File: src/rtl/alu_instr_sequencer_if.sv
// ---------------------------------------------------------------------------
// alu_instr_sequencer_if
//
// Bundle between the Mini-SRC hardwired control sequencer and the datapath.
//
//   run, mem_ready, ir      : datapath/system -> sequencer
//                             run       level, permits fetch of the next instr
//                             mem_ready memory data valid on Mdatain
//                             ir        current contents of the datapath IR
//   PCout .. LOin           : sequencer -> datapath, single-bit control strobes
//   R0_15_in / R0_15_out    : sequencer -> datapath, one-hot register selects
//   opcode                  : sequencer -> datapath, ALU operation select
//   instr_done, halted,
//   illegal                 : sequencer -> system, status
//
// The master modport is the sequencer's view; the slave modport is the view
// of whatever drives run/mem_ready/ir and consumes the strobes.
// ---------------------------------------------------------------------------
interface alu_instr_sequencer_if;

    logic        run;
    logic        mem_ready;
    logic [31:0] ir;

    logic        PCout;
    logic        IncPC;
    logic        PCin;
    logic        MARin;
    logic        Read;
    logic        MDRin;
    logic        MDRout;
    logic        IRin;
    logic        Yin;
    logic        Zlowin;
    logic        Zhighin;
    logic        Zlowout;
    logic        Zhighout;
    logic        HIin;
    logic        LOin;
    logic [15:0] R0_15_in;
    logic [15:0] R0_15_out;
    logic [4:0]  opcode;
    logic        instr_done;
    logic        halted;
    logic        illegal;

    modport master (
        input  run, mem_ready, ir,
        output PCout, IncPC, PCin, MARin, Read, MDRin, MDRout, IRin, Yin,
        output Zlowin, Zhighin, Zlowout, Zhighout, HIin, LOin,
        output R0_15_in, R0_15_out, opcode,
        output instr_done, halted, illegal
    );

    modport slave (
        output run, mem_ready, ir,
        input  PCout, IncPC, PCin, MARin, Read, MDRin, MDRout, IRin, Yin,
        input  Zlowin, Zhighin, Zlowout, Zhighout, HIin, LOin,
        input  R0_15_in, R0_15_out, opcode,
        input  instr_done, halted, illegal
    );

endinterface

File: src/rtl/alu_instr_sequencer.sv
// ---------------------------------------------------------------------------
// alu_instr_sequencer
//
// Hardwired control sequencer for the Mini-SRC datapath. Steps through the
// fetch phase (T0-T2) and the execute phase (T3-T6) for register-register
// ALU, multiply and divide instructions, decoding the instruction word read
// back from the datapath IR.
//
// Ports:
//   clock  : single clock, rising edge
//   clear  : synchronous active-high reset (state -> IDLE, illegal -> 0)
//   bus    : alu_instr_sequencer_if.master (run/mem_ready/ir in, strobes
//            and status out)
//
// Parameters:
//   OP_MUL, OP_DIV : opcodes that write back through HI/LO
//   OP_NOP         : fetch only, no execute
//   OP_HALT        : stop sequencing until clear
//
// Outputs are Moore: decoded from the registered state plus the IR fields,
// so every strobe is stable for the whole cycle of its state.
// ---------------------------------------------------------------------------
module alu_instr_sequencer #(
    parameter logic [4:0] OP_MUL  = 5'b01111,
    parameter logic [4:0] OP_DIV  = 5'b10000,
    parameter logic [4:0] OP_NOP  = 5'b11010,
    parameter logic [4:0] OP_HALT = 5'b11011
) (
    input  logic                        clock,
    input  logic                        clear,
    alu_instr_sequencer_if.master       bus
);

    typedef enum logic [3:0] {
        S_IDLE,
        S_T0,
        S_T1,
        S_T2,
        S_T3,
        S_T4,
        S_T5,
        S_T6,
        S_HALT
    } state_t;

    state_t state_q, state_d;
    logic   illegal_q, illegal_d;

    // Instruction fields; only meaningful from T3 onwards, once IR is loaded.
    logic [4:0] op;
    logic [3:0] ra, rb, rc;
    logic       is_halt, is_nop, is_muldiv, is_alu, is_illegal;

    // The low 15 bits of the IR (constant/unused field) are not needed here.
    logic unused_ir_bits;

    assign op  = bus.ir[31:27];
    assign ra  = bus.ir[26:23];
    assign rb  = bus.ir[22:19];
    assign rc  = bus.ir[18:15];
    assign unused_ir_bits = ^bus.ir[14:0];

    // Class decode. HALT and NOP are checked first so that an unusual
    // parameter choice overlapping the ALU range still behaves predictably.
    assign is_halt    = (op == OP_HALT);
    assign is_nop     = (op == OP_NOP) && !is_halt;
    assign is_muldiv  = ((op == OP_MUL) || (op == OP_DIV)) && !is_halt && !is_nop;
    assign is_alu     = (op <= 5'b01110) && !is_muldiv && !is_halt && !is_nop;
    assign is_illegal = !(is_halt || is_nop || is_muldiv || is_alu);

    function automatic logic [15:0] onehot16(input logic [3:0] idx);
        logic [15:0] one;
        one      = 16'h0001;
        onehot16 = one << idx;
    endfunction

    // Next-state and output decode. Every output defaults to 0 so that each
    // state only lists what it asserts. The final execute state of each class
    // is the only place besides IDLE where run is looked at.
    always_comb begin
        state_d        = state_q;
        illegal_d      = illegal_q;

        bus.PCout      = 1'b0;
        bus.IncPC      = 1'b0;
        bus.PCin       = 1'b0;
        bus.MARin      = 1'b0;
        bus.Read       = 1'b0;
        bus.MDRin      = 1'b0;
        bus.MDRout     = 1'b0;
        bus.IRin       = 1'b0;
        bus.Yin        = 1'b0;
        bus.Zlowin     = 1'b0;
        bus.Zhighin    = 1'b0;
        bus.Zlowout    = 1'b0;
        bus.Zhighout   = 1'b0;
        bus.HIin       = 1'b0;
        bus.LOin       = 1'b0;
        bus.R0_15_in   = 16'h0000;
        bus.R0_15_out  = 16'h0000;
        bus.opcode     = 5'b00000;
        bus.instr_done = 1'b0;
        bus.halted     = 1'b0;
        bus.illegal    = illegal_q;

        case (state_q)
            S_IDLE: begin
                if (bus.run) begin
                    state_d = S_T0;
                end
            end

            // PC -> MAR, and PC+1 captured into Z via the IncPC path.
            S_T0: begin
                bus.PCout  = 1'b1;
                bus.MARin  = 1'b1;
                bus.IncPC  = 1'b1;
                bus.Zlowin = 1'b1;
                state_d    = S_T1;
            end

            // Z -> PC while memory is read into MDR. Holding here keeps PCin
            // high, which is harmless because Z does not change.
            S_T1: begin
                bus.Zlowout = 1'b1;
                bus.PCin    = 1'b1;
                bus.Read    = 1'b1;
                bus.MDRin   = 1'b1;
                if (bus.mem_ready) begin
                    state_d = S_T2;
                end
            end

            S_T2: begin
                bus.MDRout = 1'b1;
                bus.IRin   = 1'b1;
                state_d    = S_T3;
            end

            // IR is valid from here on; branch on instruction class.
            S_T3: begin
                if (is_halt) begin
                    state_d = S_HALT;
                end else if (is_alu || is_muldiv) begin
                    bus.R0_15_out = onehot16(rb);
                    bus.Yin       = 1'b1;
                    state_d       = S_T4;
                end else begin
                    bus.instr_done = 1'b1;
                    if (is_illegal) begin
                        illegal_d = 1'b1;
                    end
                    state_d = bus.run ? S_T0 : S_IDLE;
                end
            end

            S_T4: begin
                bus.R0_15_out = onehot16(rc);
                bus.opcode    = op;
                bus.Zlowin    = 1'b1;
                bus.Zhighin   = is_muldiv;
                state_d       = S_T5;
            end

            S_T5: begin
                bus.Zlowout = 1'b1;
                if (is_muldiv) begin
                    bus.LOin = 1'b1;
                    state_d  = S_T6;
                end else begin
                    bus.R0_15_in   = onehot16(ra);
                    bus.instr_done = 1'b1;
                    state_d        = bus.run ? S_T0 : S_IDLE;
                end
            end

            S_T6: begin
                bus.Zhighout   = 1'b1;
                bus.HIin       = 1'b1;
                bus.instr_done = 1'b1;
                state_d        = bus.run ? S_T0 : S_IDLE;
            end

            // Only clear leaves HALT.
            S_HALT: begin
                bus.halted = 1'b1;
            end

            default: begin
                state_d = S_IDLE;
            end
        endcase
    end

    // State and the sticky illegal flag; clear overrides everything,
    // including a same-cycle illegal decode in T3.
    always_ff @(posedge clock) begin
        if (clear) begin
            state_q   <= S_IDLE;
            illegal_q <= 1'b0;
        end else begin
            state_q   <= state_d;
            illegal_q <= illegal_d;
        end
    end

endmodule

File: src/flat_wrapper.sv
// flat-port wrapper written by rule: the top's interface ports become plain ports
module alu_instr_sequencer_flat 
#(
    parameter logic [4:0] OP_MUL  = 5'b01111,
    parameter logic [4:0] OP_DIV  = 5'b10000,
    parameter logic [4:0] OP_NOP  = 5'b11010,
    parameter logic [4:0] OP_HALT = 5'b11011
)
  (clock, clear, bus_run, bus_mem_ready, bus_ir, bus_PCout, bus_IncPC, bus_PCin, bus_MARin, bus_Read, bus_MDRin, bus_MDRout, bus_IRin, bus_Yin, bus_Zlowin, bus_Zhighin, bus_Zlowout, bus_Zhighout, bus_HIin, bus_LOin, bus_R0_15_in, bus_R0_15_out, bus_opcode, bus_instr_done, bus_halted, bus_illegal);
  alu_instr_sequencer_if bus_i ();
  input  logic clock;
  input  logic clear;
  input wire logic [$bits(bus_i.run)-1:0] bus_run;
  input wire logic [$bits(bus_i.mem_ready)-1:0] bus_mem_ready;
  input wire logic [$bits(bus_i.ir)-1:0] bus_ir;
  output wire logic [$bits(bus_i.PCout)-1:0] bus_PCout;
  output wire logic [$bits(bus_i.IncPC)-1:0] bus_IncPC;
  output wire logic [$bits(bus_i.PCin)-1:0] bus_PCin;
  output wire logic [$bits(bus_i.MARin)-1:0] bus_MARin;
  output wire logic [$bits(bus_i.Read)-1:0] bus_Read;
  output wire logic [$bits(bus_i.MDRin)-1:0] bus_MDRin;
  output wire logic [$bits(bus_i.MDRout)-1:0] bus_MDRout;
  output wire logic [$bits(bus_i.IRin)-1:0] bus_IRin;
  output wire logic [$bits(bus_i.Yin)-1:0] bus_Yin;
  output wire logic [$bits(bus_i.Zlowin)-1:0] bus_Zlowin;
  output wire logic [$bits(bus_i.Zhighin)-1:0] bus_Zhighin;
  output wire logic [$bits(bus_i.Zlowout)-1:0] bus_Zlowout;
  output wire logic [$bits(bus_i.Zhighout)-1:0] bus_Zhighout;
  output wire logic [$bits(bus_i.HIin)-1:0] bus_HIin;
  output wire logic [$bits(bus_i.LOin)-1:0] bus_LOin;
  output wire logic [$bits(bus_i.R0_15_in)-1:0] bus_R0_15_in;
  output wire logic [$bits(bus_i.R0_15_out)-1:0] bus_R0_15_out;
  output wire logic [$bits(bus_i.opcode)-1:0] bus_opcode;
  output wire logic [$bits(bus_i.instr_done)-1:0] bus_instr_done;
  output wire logic [$bits(bus_i.halted)-1:0] bus_halted;
  output wire logic [$bits(bus_i.illegal)-1:0] bus_illegal;
  assign bus_i.run = bus_run;
  assign bus_i.mem_ready = bus_mem_ready;
  assign bus_i.ir = bus_ir;
  assign bus_PCout = bus_i.PCout;
  assign bus_IncPC = bus_i.IncPC;
  assign bus_PCin = bus_i.PCin;
  assign bus_MARin = bus_i.MARin;
  assign bus_Read = bus_i.Read;
  assign bus_MDRin = bus_i.MDRin;
  assign bus_MDRout = bus_i.MDRout;
  assign bus_IRin = bus_i.IRin;
  assign bus_Yin = bus_i.Yin;
  assign bus_Zlowin = bus_i.Zlowin;
  assign bus_Zhighin = bus_i.Zhighin;
  assign bus_Zlowout = bus_i.Zlowout;
  assign bus_Zhighout = bus_i.Zhighout;
  assign bus_HIin = bus_i.HIin;
  assign bus_LOin = bus_i.LOin;
  assign bus_R0_15_in = bus_i.R0_15_in;
  assign bus_R0_15_out = bus_i.R0_15_out;
  assign bus_opcode = bus_i.opcode;
  assign bus_instr_done = bus_i.instr_done;
  assign bus_halted = bus_i.halted;
  assign bus_illegal = bus_i.illegal;
  alu_instr_sequencer #(.OP_MUL(OP_MUL), .OP_DIV(OP_DIV), .OP_NOP(OP_NOP), .OP_HALT(OP_HALT)) u_core (.clock(clock), .clear(clear), .bus(bus_i));
endmodule
File: config.mk
export PLATFORM = sky130hd
export DESIGN_NAME = alu_instr_sequencer_flat
export DESIGN_NICKNAME = d
export VERILOG_FILES = /design/src/rtl/alu_instr_sequencer_if.sv /design/src/rtl/alu_instr_sequencer.sv /design/src/flat_wrapper.sv
export SDC_FILE = /design/constraint.sdc
export NUM_CORES = 1
export LEC_CHECK = 0
export CAP_MARGIN = 10
export CORE_UTILIZATION = 31
export DETAILED_ROUTE_END_ITERATION = 7
export GPL_TIMING_DRIVEN = 0
export PLACE_DENSITY = 0.94
export SLEW_MARGIN = 25
export SYNTH_ARGS = -nofsm -noshare
export SYNTH_HDL_FRONTEND = slang
export SYNTH_SLANG_ARGS = --single-unit
File: constraint.sdc
create_clock -name clock -period 5.3 [get_ports clock]
set_input_delay 1.06 -clock clock [delete_from_list [all_inputs] [get_ports clock]]
set_output_delay 1.06 -clock clock [all_outputs]
set_load 0.02 [all_outputs]
### Yosys cells after proc, flatten, opt, wreduce, memory -nomap -nowiden

Index checks and enable logic that the tools add are counted.

* bits in registers: 5
* input port bits: 36
* output and inout bits: 55
* logic and storage cells: 73

* magnitude comparators: 1
* equal/unequal tests: 14
* shifts and indexed selects: 3
* mux-type cells: 30
* bitwise operators: 4
* reductions and logical operators: 19

Operator list (number)
* two-way mux 16 bit: 4
* << shifter 1 x 4 -> 16 bit, first input constant: 3
* case mux 4 bit (9 select lines): 1
* case mux 16 bit (2 select lines): 1
* two-way mux 4 bit: 5
* two-way mux 1 bit: 17
* == test 4 x 3 -> 1 bit, second input constant: 4
* == test 5 bit, second input constant: 3
* == test 4 x 2 -> 1 bit, second input constant: 2
* logical AND 1 bit: 6
* == test 5 x 4 -> 1 bit, second input constant: 1
* less-or-equal comparator 5 x 4 -> 1 bit, second input constant: 1
* logical OR 1 bit: 5
* two-way mux 5 bit: 1
* == test 4 x 1 -> 1 bit, second input constant: 1
* == test 4 bit, second input constant: 1
* zero test 4 bit: 1
* inequality test 2 bit, second input constant: 2
* NOT 1 bit: 4
* AND reduction 4 bit: 1
* OR reduction 2 bit: 2
* zero test 1 bit: 3
* case mux 1 bit (3 select lines): 1
* AND reduction 3 bit: 1

### Longest topological paths before layout

* depth in word-level cells: 13
* depth in mapped cells: 5
* mapped depth without buffers: 4

### Worst setup path before layout

OpenSTA, ideal clock, no wires.

* path kind: input -> output
* start point: in bus_ir[28]
* end point: out bus_R0_15_out[10]
* data arrival time: 2528 ps
* required time: 4240 ps
* slack: 1712 ps
* stages on the path: 5
* buffers on the path: 1
* cells stage by stage: o41ai_2 -> and3_1 -> buf_4 -> or3b_4 -> o22ai_1

* word-level cells in the longest chain between the ends: 13
* elaborated cells between the ends (all ways): 19
* those cells by class: order compare (1); eq/ne (4); mux (3); reduce/logical (11)

RTL lines
* from (decl): RTL line flat_wrapper.sv:15 `input wire logic [$bits(bus_i.ir)-1:0] bus_ir;`
* == test 5 bit: RTL line alu_instr_sequencer.sv:65 `assign is_halt = (op == OP_HALT);`
* zero test 1 bit: RTL line alu_instr_sequencer.sv:66, alu_instr_sequencer.sv:67, alu_instr_sequencer.sv:68
* logical AND 1 bit: RTL line alu_instr_sequencer.sv:66 `assign is_nop = (op == OP_NOP) && !is_halt;`
* zero test 1 bit: RTL line alu_instr_sequencer.sv:67, alu_instr_sequencer.sv:68
* logical AND 1 bit: RTL line alu_instr_sequencer.sv:67 `assign is_muldiv = ((op == OP_MUL) || (op == OP_DIV)) && !is_halt && !is_nop;`
* zero test 1 bit: RTL line alu_instr_sequencer.sv:68 `assign is_alu = (op <= 5'b01110) && !is_muldiv && !is_halt && !is_nop;`
* logical AND 1 bit (3 in a row): RTL line alu_instr_sequencer.sv:68
* logical OR 1 bit: RTL line alu_instr_sequencer.sv:144 `end else if (is_alu || is_muldiv) begin`
* two-way mux 16 bit: RTL line alu_instr_sequencer.sv:144
* two-way mux 16 bit *: RTL line alu_instr_sequencer.sv:142 `if (is_halt) begin`
* case mux 16 bit (2 select lines) *: RTL line alu_instr_sequencer.sv:106 `case (state_q)`
* to (decl): RTL line flat_wrapper.sv:32 `output wire logic [$bits(bus_i.R0_15_out)-1:0] bus_R0_15_out;`

Every way passes the cells marked *; elsewhere a longest branch is shown, timed or not.

### Worst setup path after layout

Ends and elaborated chain as after synthesis.

==> impl_metrics.env <==
export IMPL_ys_ff_latch=5
export IMPL_final_cell_mix="75 x clkdlybuf4s50_1, 22 x nor2_1, 16 x o22ai_1, 9 x nand2b_1"
export IMPL_status="finished, final reports clean"
export IMPL_final_period_utilization_pct=87.7
export IMPL_period_minus_slack_ns=4.65
export IMPL_drtIter0Drc=36
export IMPL_drc=0
export IMPL_cts_tree="yes"
export IMPL_cts_max_level=1
export IMPL_hp_class="reg2reg"
export IMPL_dp_hpwl_mm=2.51
export IMPL_syn_num_nets=167
export IMPL_relSlewSlack_pct=66.3
export IMPL_yosysTopAreaCell="dfxtp_1"
export IMPL_peakVddDrop_mv=0.144
export IMPL_synth_warnings=0
export IMPL_viasPerCell=5.35
export IMPL_rsz0062_at_grt="no"
export IMPL_nets=247
export IMPL_yosys_cell_types_count=38
export IMPL_fin_util_pct=65.9
export IMPL_powerDensity_nw_per_um2=132
export IMPL_antenna_found_initial=0
export IMPL_grtUsageTotal_pct=20.0
export IMPL_clk_pin_slew_ns=0.04
export IMPL_critPathKind="in2out"
export IMPL_wl_per_cell_um=12.8
export IMPL_yosys_top_cells_area="dfxtp_1 12%, o22ai_1 12%, nor2_1 9.6%"
export IMPL_r2r_cells=4
export IMPL_cts_buffers=3
export IMPL_crit_path_start_kind="primary input"
export IMPL_finalMaxSlewViolations=0
export IMPL_antenna_cells=0
export IMPL_syn_avg_cell_area_um2=6.59
export IMPL_r2r_end="u_core.state_q[3]"
export IMPL_drtAntennaViolNets=0
export IMPL_leakage_nw=0.568
export IMPL_hold_depth=2
export IMPL_synthCells=131
export IMPL_cts_num_sinks=5
export IMPL_synth_edf_count=0
export IMPL_die_w_um=54.8
export IMPL_reg2reg_slack_ns=3.88
export IMPL_final_common_cell="clkdlybuf4s50_1"
export IMPL_num_rows=18
export IMPL_synthFlopType="dfxtp_1"
export IMPL_grt_pass1_vias=996
export IMPL_routed_wl_mm=3.08
export IMPL_tns_ns=0
export IMPL_initial_core_util_pct=33.9
export IMPL_cp_end_kind="primary output"
export IMPL_post_place_ws_ns=0.645
export IMPL_ctsHoldBuffers=0
export IMPL_crit_path_start="bus_ir[28]"
export IMPL_yosysTopAreaCellShare_pct=11.6
export IMPL_setup_ws_ns=0.652
export IMPL_routabilityCongestion=0.912
export IMPL_crit_path_max_fanout=5
export IMPL_grt_max_degree=11
export IMPL_ioPinCount=91
export IMPL_io_buffers=75
export IMPL_cts_resized_gates=0
export IMPL_worst_pin_slew_ns=0.498
export IMPL_cp_arrival_ns=3.59
export IMPL_root_buffer="clkbuf_4"
export IMPL_worstPathRequired_ns=4.24
export IMPL_total_power_uw=222
export IMPL_areaGrowthSynthToFinish_pct=94.3
export IMPL_ys_seq_area_share_pct=11.6
export IMPL_synthArstFlopShare_pct=0
export IMPL_coreArea_um2=2540
export IMPL_syn_area_um2=863
export IMPL_drv_cap=0
export IMPL_drive_gt1_share_pct=9.05
export IMPL_postCtsSetupRepairBufs=0
export IMPL_whs_endpoint="u_core.bus.illegal"
export IMPL_hp_start="u_core.bus.illegal"
export IMPL_fmax_mhz=215
export IMPL_fill_cells=232
export IMPL_final_hold_viol_count=0
export IMPL_drt_pass1_iter_count=4
export IMPL_grt_first_pass_wirelength_mm=4.34
export IMPL_r2r_start="u_core.state_q[3]"
export IMPL_report_final_setup_viol=0
export IMPL_cts_path_max_buffers=2
export IMPL_clk_latency_ns=0.24
export IMPL_die_y_um=54.8
export IMPL_dieArea_um2=3000
export IMPL_overflow=0
export IMPL_vias=1284
export IMPL_worst_clock_skew_ns=0.00342
critical path, cell delays in order:
cell             delay [ns]
clkdlybuf4s50_1        0.49
o41ai_2                0.46
and3_1                 0.22
buf_4                  0.13
or3b_4                 0.40
o22ai_1                0.19
clkdlybuf4s50_1        0.64
cell type report:
class	instances	area [um2]	share of cell area [%]
well taps	30	37.5	2.24
multi-input cells	113	687	40.9
inverters	2	7.51	0.447
clock buffers	4	26.3	1.57
plain buffers	11	68.8	4.10
flip-flops and latches	5	100	5.97
repair buffers	75	751	44.7
metal layers:
layer | share of wire [%] | routed length, um | global-route usage, %
met2 | 50 | 1530 | 34.9
met4 | 0.94 | 29 | 7.69
met5 | 0 | 0 | 0
met3 | 6.8 | 210 | 2.50
met1 | 43 | 1310 | 24.3
per-stage QoR:
stage / hold slack (ns) / area (um2) / cells
floorplan: 0.516 / 863 / 131
global placement: 0.438 / 1650 / 236
detailed placement: 0.447 / 1650 / 236
CTS: 0.456 / 1680 / 240
global route: 0.475 / 1680 / 240
finish: 0.449 / 1680 / 240
cells in the mapped netlist, types with 4 or more instances:
library cell	instances
and3_1	8
buf_4	7
dfxtp_1	5
nand2_1	6
nand2b_1	9
nand3_1	4
nand3b_1	4
nor2_1	22
nor2b_1	6
nor3_1	8
o22ai_1	16
power breakdown:
part / switching [mW] / total, mW / internal, mW
Clock: 0.0158 / 0.0443 / 0.0285
Sequential: 0.00371 / 0.0452 / 0.0415
Combinational: 0.0671 / 0.133 / 0.0656
Total: 0.0866 / 0.222 / 0.136
how the worst max path moves through the flow:
stage               slack (ns)                 to
floorplan                 1.71  bus_R0_15_out[10]
global placement          0.74  bus_R0_15_out[10]
detailed placement        0.65  bus_R0_15_out[10]
CTS                       0.64  bus_R0_15_out[10]
global route              0.50  bus_R0_15_out[10]
finish                    0.65  bus_R0_15_out[10]
registers in the layout, summed over array words and instances (netlist names):
name,count
u_core.state_q,4
u_core.bus.illegal,1
cell families (layout without fill, tap and decap cells):
family                    Yosys count  in the layout  share of synthesized area, %
and+or+nand+nor                    83             83                          54.2
buffers and inverters              13             92                          8.84
xor gates and xnor gates            1              1                          1.01
AOI/OAI and AO/OA                  29             29                          24.3
DFF                                 5              5                          11.6
(Power assumes the default switching activity.)
